**config.mk**
```make
export PLATFORM = sky130hd
export DESIGN_NAME = dsp_add_pipe
export DESIGN_NICKNAME = d
export VERILOG_FILES = /design/src/rtl/dsp_add_pipe.sv
export SDC_FILE = /design/constraint.sdc
export NUM_CORES = 1
export LEC_CHECK = 0
export BUFFER_PORTS_ARGS = -buffer_cell sky130_fd_sc_hd__buf_2
export CORE_UTILIZATION = 45
export CTS_CLUSTER_DIAMETER = 200
export DETAILED_ROUTE_END_ITERATION = 12
export PLACE_DENSITY = 0.7
export SETUP_SLACK_MARGIN = 0.05
export SLEW_MARGIN = 10
export SYNTH_ARGS = -nofsm -noshare
export SYNTH_HDL_FRONTEND = slang
export SYNTH_SLANG_ARGS = --single-unit
```
**constraint.sdc**
```tcl
create_clock -name clock -period 5 [get_ports clock]
set_clock_uncertainty 0.05 [all_clocks]
set_input_delay 0.25 -clock clock [delete_from_list [all_inputs] [get_ports clock]]
set_output_delay 0.25 -clock clock [all_outputs]
set_load 0.03 [all_outputs]
```
**src/rtl/dsp_add_pipe.sv**
```systemverilog
// Pipelined signed adder y = a + b mapped onto one DSP48E2-style slice (A:B + C),
// with valid/ready flow control and signed-overflow reporting at the configured width.

// Behavioural subset of a DSP48E2: single-stage A2/B2/C input registers, P register,
// X/Y/Z/W multiplexers and the add/subtract ALU modes. Registers are synchronous, no async reset.
module dsp_add_pipe_slice (
  input  logic        clock,
  input  logic [29:0] a_in,
  input  logic [17:0] b_in,
  input  logic [47:0] c_in,
  input  logic [47:0] pcin,
  input  logic [8:0]  opmode,
  input  logic [3:0]  alumode,
  input  logic        carryin,
  input  logic        cea2,
  input  logic        ceb2,
  input  logic        cec,
  input  logic        cep,
  input  logic        rsta,
  input  logic        rstb,
  input  logic        rstc,
  input  logic        rstp,
  output logic [47:0] p
);

  logic [29:0] a_q, a_d;
  logic [17:0] b_q, b_d;
  logic [47:0] c_q, c_d;
  logic [47:0] p_q, p_d;
  logic [47:0] x_mux, y_mux, z_mux, w_mux, cin, alu;

  always_comb begin
    a_d = a_q;
    if (rsta)      a_d = '0;
    else if (cea2) a_d = a_in;

    b_d = b_q;
    if (rstb)      b_d = '0;
    else if (ceb2) b_d = b_in;

    c_d = c_q;
    if (rstc)     c_d = '0;
    else if (cec) c_d = c_in;

    // no multiplier in this configuration, so the M selections contribute zero
    case (opmode[1:0])
      2'b10:   x_mux = p_q;
      2'b11:   x_mux = {a_q, b_q};
      default: x_mux = '0;
    endcase

    case (opmode[3:2])
      2'b10:   y_mux = '1;
      2'b11:   y_mux = c_q;
      default: y_mux = '0;
    endcase

    case (opmode[6:4])
      3'b001:  z_mux = pcin;
      3'b010:  z_mux = p_q;
      3'b011:  z_mux = c_q;
      3'b100:  z_mux = p_q;
      3'b101:  z_mux = {{17{pcin[47]}}, pcin[47:17]};
      3'b110:  z_mux = {{17{p_q[47]}}, p_q[47:17]};
      default: z_mux = '0;
    endcase

    case (opmode[8:7])
      2'b01:   w_mux = p_q;
      2'b11:   w_mux = c_q;
      default: w_mux = '0;
    endcase

    cin = {47'd0, carryin};

    case (alumode)
      4'b0011: alu = z_mux - (w_mux + x_mux + y_mux + cin);
      default: alu = z_mux + w_mux + x_mux + y_mux + cin;
    endcase

    p_d = p_q;
    if (rstp)     p_d = '0;
    else if (cep) p_d = alu;
  end

  always_ff @(posedge clock) begin
    a_q <= a_d;
    b_q <= b_d;
    c_q <= c_d;
    p_q <= p_d;
  end

  assign p = p_q;

endmodule

module dsp_add_pipe #(
  parameter int width = 48
) (
  input  logic                    clock,
  input  logic                    reset,
  input  logic                    in_valid,
  output logic                    in_ready,
  input  logic signed [width-1:0] a,
  input  logic signed [width-1:0] b,
  output logic                    out_valid,
  input  logic                    out_ready,
  output logic [width-1:0]        y,
  output logic                    overflow
);

  if (width < 1 || width > 48) begin : g_width_chk
    $error("[dsp_add_pipe] width:%d configuration not supported", width);
  end

  logic signed [47:0] a_ext, b_ext;
  logic [47:0]        p;
  logic               ce, ce_in, ce_p;
  logic               v1_q, v1_d, v2_q, v2_d;
  logic               same1_q, same1_d, sgn1_q, sgn1_d;
  logic               same2_q, same2_d, sgn2_q, sgn2_d;

  assign a_ext = 48'(a);
  assign b_ext = 48'(b);

  // one enable stalls the whole pipe; DSP registers simply hold when it is low
  always_comb begin
    ce    = out_ready | ~v2_q;
    ce_in = ce & in_valid;
    ce_p  = ce & v1_q;

    v1_d    = v1_q;
    v2_d    = v2_q;
    same1_d = same1_q;
    sgn1_d  = sgn1_q;
    same2_d = same2_q;
    sgn2_d  = sgn2_q;

    if (ce) begin
      v1_d = in_valid;
      v2_d = v1_q;
    end
    if (ce_in) begin
      same1_d = (a[width-1] == b[width-1]);
      sgn1_d  = a[width-1];
    end
    if (ce_p) begin
      same2_d = same1_q;
      sgn2_d  = sgn1_q;
    end
  end

  always_ff @(posedge clock or negedge reset) begin
    if (!reset) begin
      v1_q    <= 1'b0;
      v2_q    <= 1'b0;
      same1_q <= 1'b0;
      sgn1_q  <= 1'b0;
      same2_q <= 1'b0;
      sgn2_q  <= 1'b0;
    end else begin
      v1_q    <= v1_d;
      v2_q    <= v2_d;
      same1_q <= same1_d;
      sgn1_q  <= sgn1_d;
      same2_q <= same2_d;
      sgn2_q  <= sgn2_d;
    end
  end

  dsp_add_pipe_slice u_dsp (
    .clock   (clock),
    .a_in    (b_ext[47:18]),
    .b_in    (b_ext[17:0]),
    .c_in    (a_ext),
    .pcin    (48'd0),
    .opmode  (9'b000110011),
    .alumode (4'b0000),
    .carryin (1'b0),
    .cea2    (ce_in),
    .ceb2    (ce_in),
    .cec     (ce_in),
    .cep     (ce_p),
    .rsta    (1'b0),
    .rstb    (1'b0),
    .rstc    (1'b0),
    .rstp    (1'b0),
    .p       (p)
  );

  // overflow: operands shared a sign and the truncated sum's sign differs from it
  assign in_ready  = ce;
  assign out_valid = v2_q;
  assign y         = v2_q ? p[width-1:0] : '0;
  assign overflow  = v2_q & same2_q & (p[width-1] != sgn2_q);

endmodule

```
==> metrics.md <==
| Metric | Value |
|---|---|
| IO Count | `151` |
| Post-route ant nets | `0` |
| Residual DRC count | `0` |
| Clock Path Buffers | `2` |
| Commonest cells in the netlist | `edfxtp_1 (144), and2_1 (50), nand2_1 (50), a21oi_1 (48), ha_1 (47)` |
| Net Sw Power | `0.00112 W` |
| Total GRT Usage | `20.5%` |
| Worst vdd ir | `0.000249 V` |
| Filler Cell Count | `1286` |
| DIE WIDTH | `133 µm` |
| Mapped Nets | `771` |
| Pwr Total | `0.00387 W` |
| CTS clk-pin slew, worst paths | `~0.060 ns` |
| Mapped Area | `7680 µm²` |
| Final Instance Area | `between 10000 and 15000 µm²` |
| WHS | `between 0.1 and 0.15 ns` |
| Post-CTS Resized | `0` |
| Crit path kind | `reg2reg` |
| RSZ-0062 raised after global routing | `false` |
| P_int | `roughly 0.0028 W` |
| CTS root buf | `clkbuf_16` |
| Sequential area share after synthesis | `just under 60%` |
| Area grow syn2layout | `33.2%` |
| CTS buffer count | `17` |
| Outcome | `completed` |
| # diodes | `0` |
| Net Sw Frac | `28.9%` |
| Cell Rows | `47` |
| Sink Count | `150` |
| Yosys top cell by area | `edfxtp_1` |
| Pin count of the biggest net entering global routing | `53` |
| CTS tree | `done` |
| Total gr overflow | `0` |
| Hold Crit Class | `in2reg` |
| CP required | `between 5 and 6 ns` |
| DRT Pass-1 Iters | `5` |
| Number of distinct library cells after synthesis | `57` |
| Hpwl dp | `12100 µm` |
| Gpl congestion | `0.918` |
| Ys async rst share | `4.00%` |
| H-tree Lvls | `4` |
| IO Port Bufs | `150` |
| Worst slew margin | `30.0%` |
| Setup_tns | `0 ns` |
| Vias in the first global route | `between 5k and 6k` |
| Leakage | `4.18 nW` |
| Final nets | `1021` |
| Starting Density | `about 46%` |
| Clk pwr share | `between 30% and 40%` |
| Routed len/inst | `15.8 µm` |
| Number of DRC markers in iteration 0 | `408` |
| Final Setup Violations | `0` |
| Worst skew pair latency | `approximately 0.43 ns` |
| Initial antenna violation count | `0` |
| Synthesis-stage register bit count | `150` |
| Avg Inst Size Synth | `12.3 µm²` |
| Drt via density | `5.21` |
| Placed Area | `8630 µm²` |
| Final max-slew violation count | `0` |
| Crit path DAT | `3.28 ns` |
| Top_reg_cell synth | `edfxtp_1` |
| Final Hold Violating Endpoints | `0` |
| Core region area | `between 15000 and 20000 µm²` |
| Number of flops mapped to enable cells by yosys | `144` |
| Max_cap viols | `0` |
| Sequential fraction of design power | `41.4%` |
| Synthesis Warnings | `0` |
| Max Freq | `314 MHz` |
| Top cells by area, synth | `edfxtp_1 (56%), ha_1 (7.7%), and2_1 (4.1%)` |
| Area of the die | `17600 µm²` |
| WL final | `17400 µm` |
| First-pass GRT wire length | `between 20000 and 30000 µm` |
| Routed via count | `approximately 5.8k` |
| Combinational Power Share | `23.7%` |
| Chip height | `around 130 µm` |
| Critical path fanouts, max | `4` |
| Most common cell in the synthesized netlist | `edfxtp_1` |
| Final period utilization | `63.6%` |
| Layout cells sized above 1 | `23.4%` |
| Synth top area share | `56.3%` |
| R2R Setup Slk | `around 1.8 ns` |
| Slew @ Worst Pin | `roughly 1.0 ns` |
| Post-Syn Instances | `just over 600` |
| Startpoint types | `register` |
| Crit path capture type | `register` |
| Post-layout min period | `3.18 ns` |
| Pwr dens | `roughly 380 nW/µm²` |
[per-stage QoR]
stage | setup WS [ns] | cells | util [%]
final | 1.82 | 1106 | 61.5
after global routing | 1.67 | 1106 | 61.5
after CTS | 1.88 | 1106 | 61.5
after detailed placement | 1.94 | 977 | 51.8
after global placement | 1.96 | 977 | 51.8
after floorplan | 1.55 | 623 | -
[per-layer routing]
metal  track usage, %  share of wire [%]  vias to the layer above
li1                 -                  -                     2825
met1             26.4                 45                     2712
met2             34.4                 48                      197
met3             3.30                4.3                       25
met4             8.94                1.9                        0
met5                0                  0                        -
[power by group through the flow]
| stage | clock network (W) | logic (W) | registers [W] |
|---|---|---|---|
| final | 0.00135 | 0.000918 | 0.00160 |
| after global routing | 0.00142 | 0.000997 | 0.00161 |
| after CTS | 0.00138 | 0.000915 | 0.00160 |
| after detailed placement | 0 | 0.000852 | 0.00163 |
| after global placement | 0 | 0.000838 | 0.00162 |
| after floorplan | 0 | 0.000621 | 0.00161 |
[critical path, stage by stage (launching register included)]
cell and delay (ns):
edfxtp_1 0.38, ha_1 0.25, fa_1 0.43, a211oi_1 0.31
nor2_1 0.14, o21ai_0 0.34, a21oi_1 0.20, o21ai_1 0.18
a21oi_1 0.18, a311oi_1 0.33, a221oi_1 0.10
[sequential cells by signal (all words and copies together), names as in the netlist]
| register | count |
|---|---|
| same1_q | 1 |
| u_dsp.a_q | 30 |
| u_dsp.b_q | 18 |
| same2_q | 1 |
| u_dsp.p | 48 |
| u_dsp.c_q | 48 |
| v1_q | 1 |
| sgn2_q | 1 |
| sgn1_q | 1 |
| out_valid | 1 |
[cell usage in the layout, fill, tap and decap left out, drive strengths merged, types with 2 or more instances in the layout]
cell type      n
a211oi         6
a21o          20
a21oi         55
a221oi         3
a31o           2
a31oi          3
and2          50
and2b          2
and3           5
buf          152
bufinv         4
clkbuf        17
clkinv         8
clkinvlp       2
dfrtp          6
dlygate4sd3   97
edfxtp       144
ha            47
inv           12
mux2           3
nand2         50
nand2b         5
nand3          8
nand4         12
nor2          28
nor2b          5
nor3           9
o211ai         4
o21a           6
o21ai         37
o21bai         9
or2            4
or3            6
or4            2
xnor2         24
xor2          23
[final timing paths]
kind,from,endpoint,cells past startpoint
worst min-delay path,in_valid,v1_q,3
worst min register to register,v1_q,out_valid,2
worst max-delay path,u_dsp.c_q[0],u_dsp.p[44],10
worst max register to register,u_dsp.c_q[0],u_dsp.p[44],10
min in group asynchronous,reset,same1_q,2
max in group asynchronous,reset,sgn2_q,2
[layout make-up]
class                      count  area (µm²)  share of cell area (%)
clock inverter                15         204                    1.99
tap                          220         275                    2.69
timing repair buffer         249        1740                    17.0
multi-input combinational    444        3070                    30.0
sequential                   150        4470                    43.7
clock buffer                  17         425                    4.16
inverter                      11        42.5                   0.416
[cell families after synthesis]
logic type,synth area share (%)
adders and majority gates,7.92
DFF,58.3
AOI/OAI and AO/OA,13.3
buffers and inverters,1.73
xor gates and xnor gates,5.36
and+or+nand+nor,13.0
muxes,0.440
[what timing repair did]
action / CTS / global route
hold buffers: 97 / 0
endpoints found under the setup margin: 0 / 0
endpoints found under the hold margin: 102 / 0
buffers inserted: 0 / 0
No activity file was read; power rests on OpenSTA's default activity.
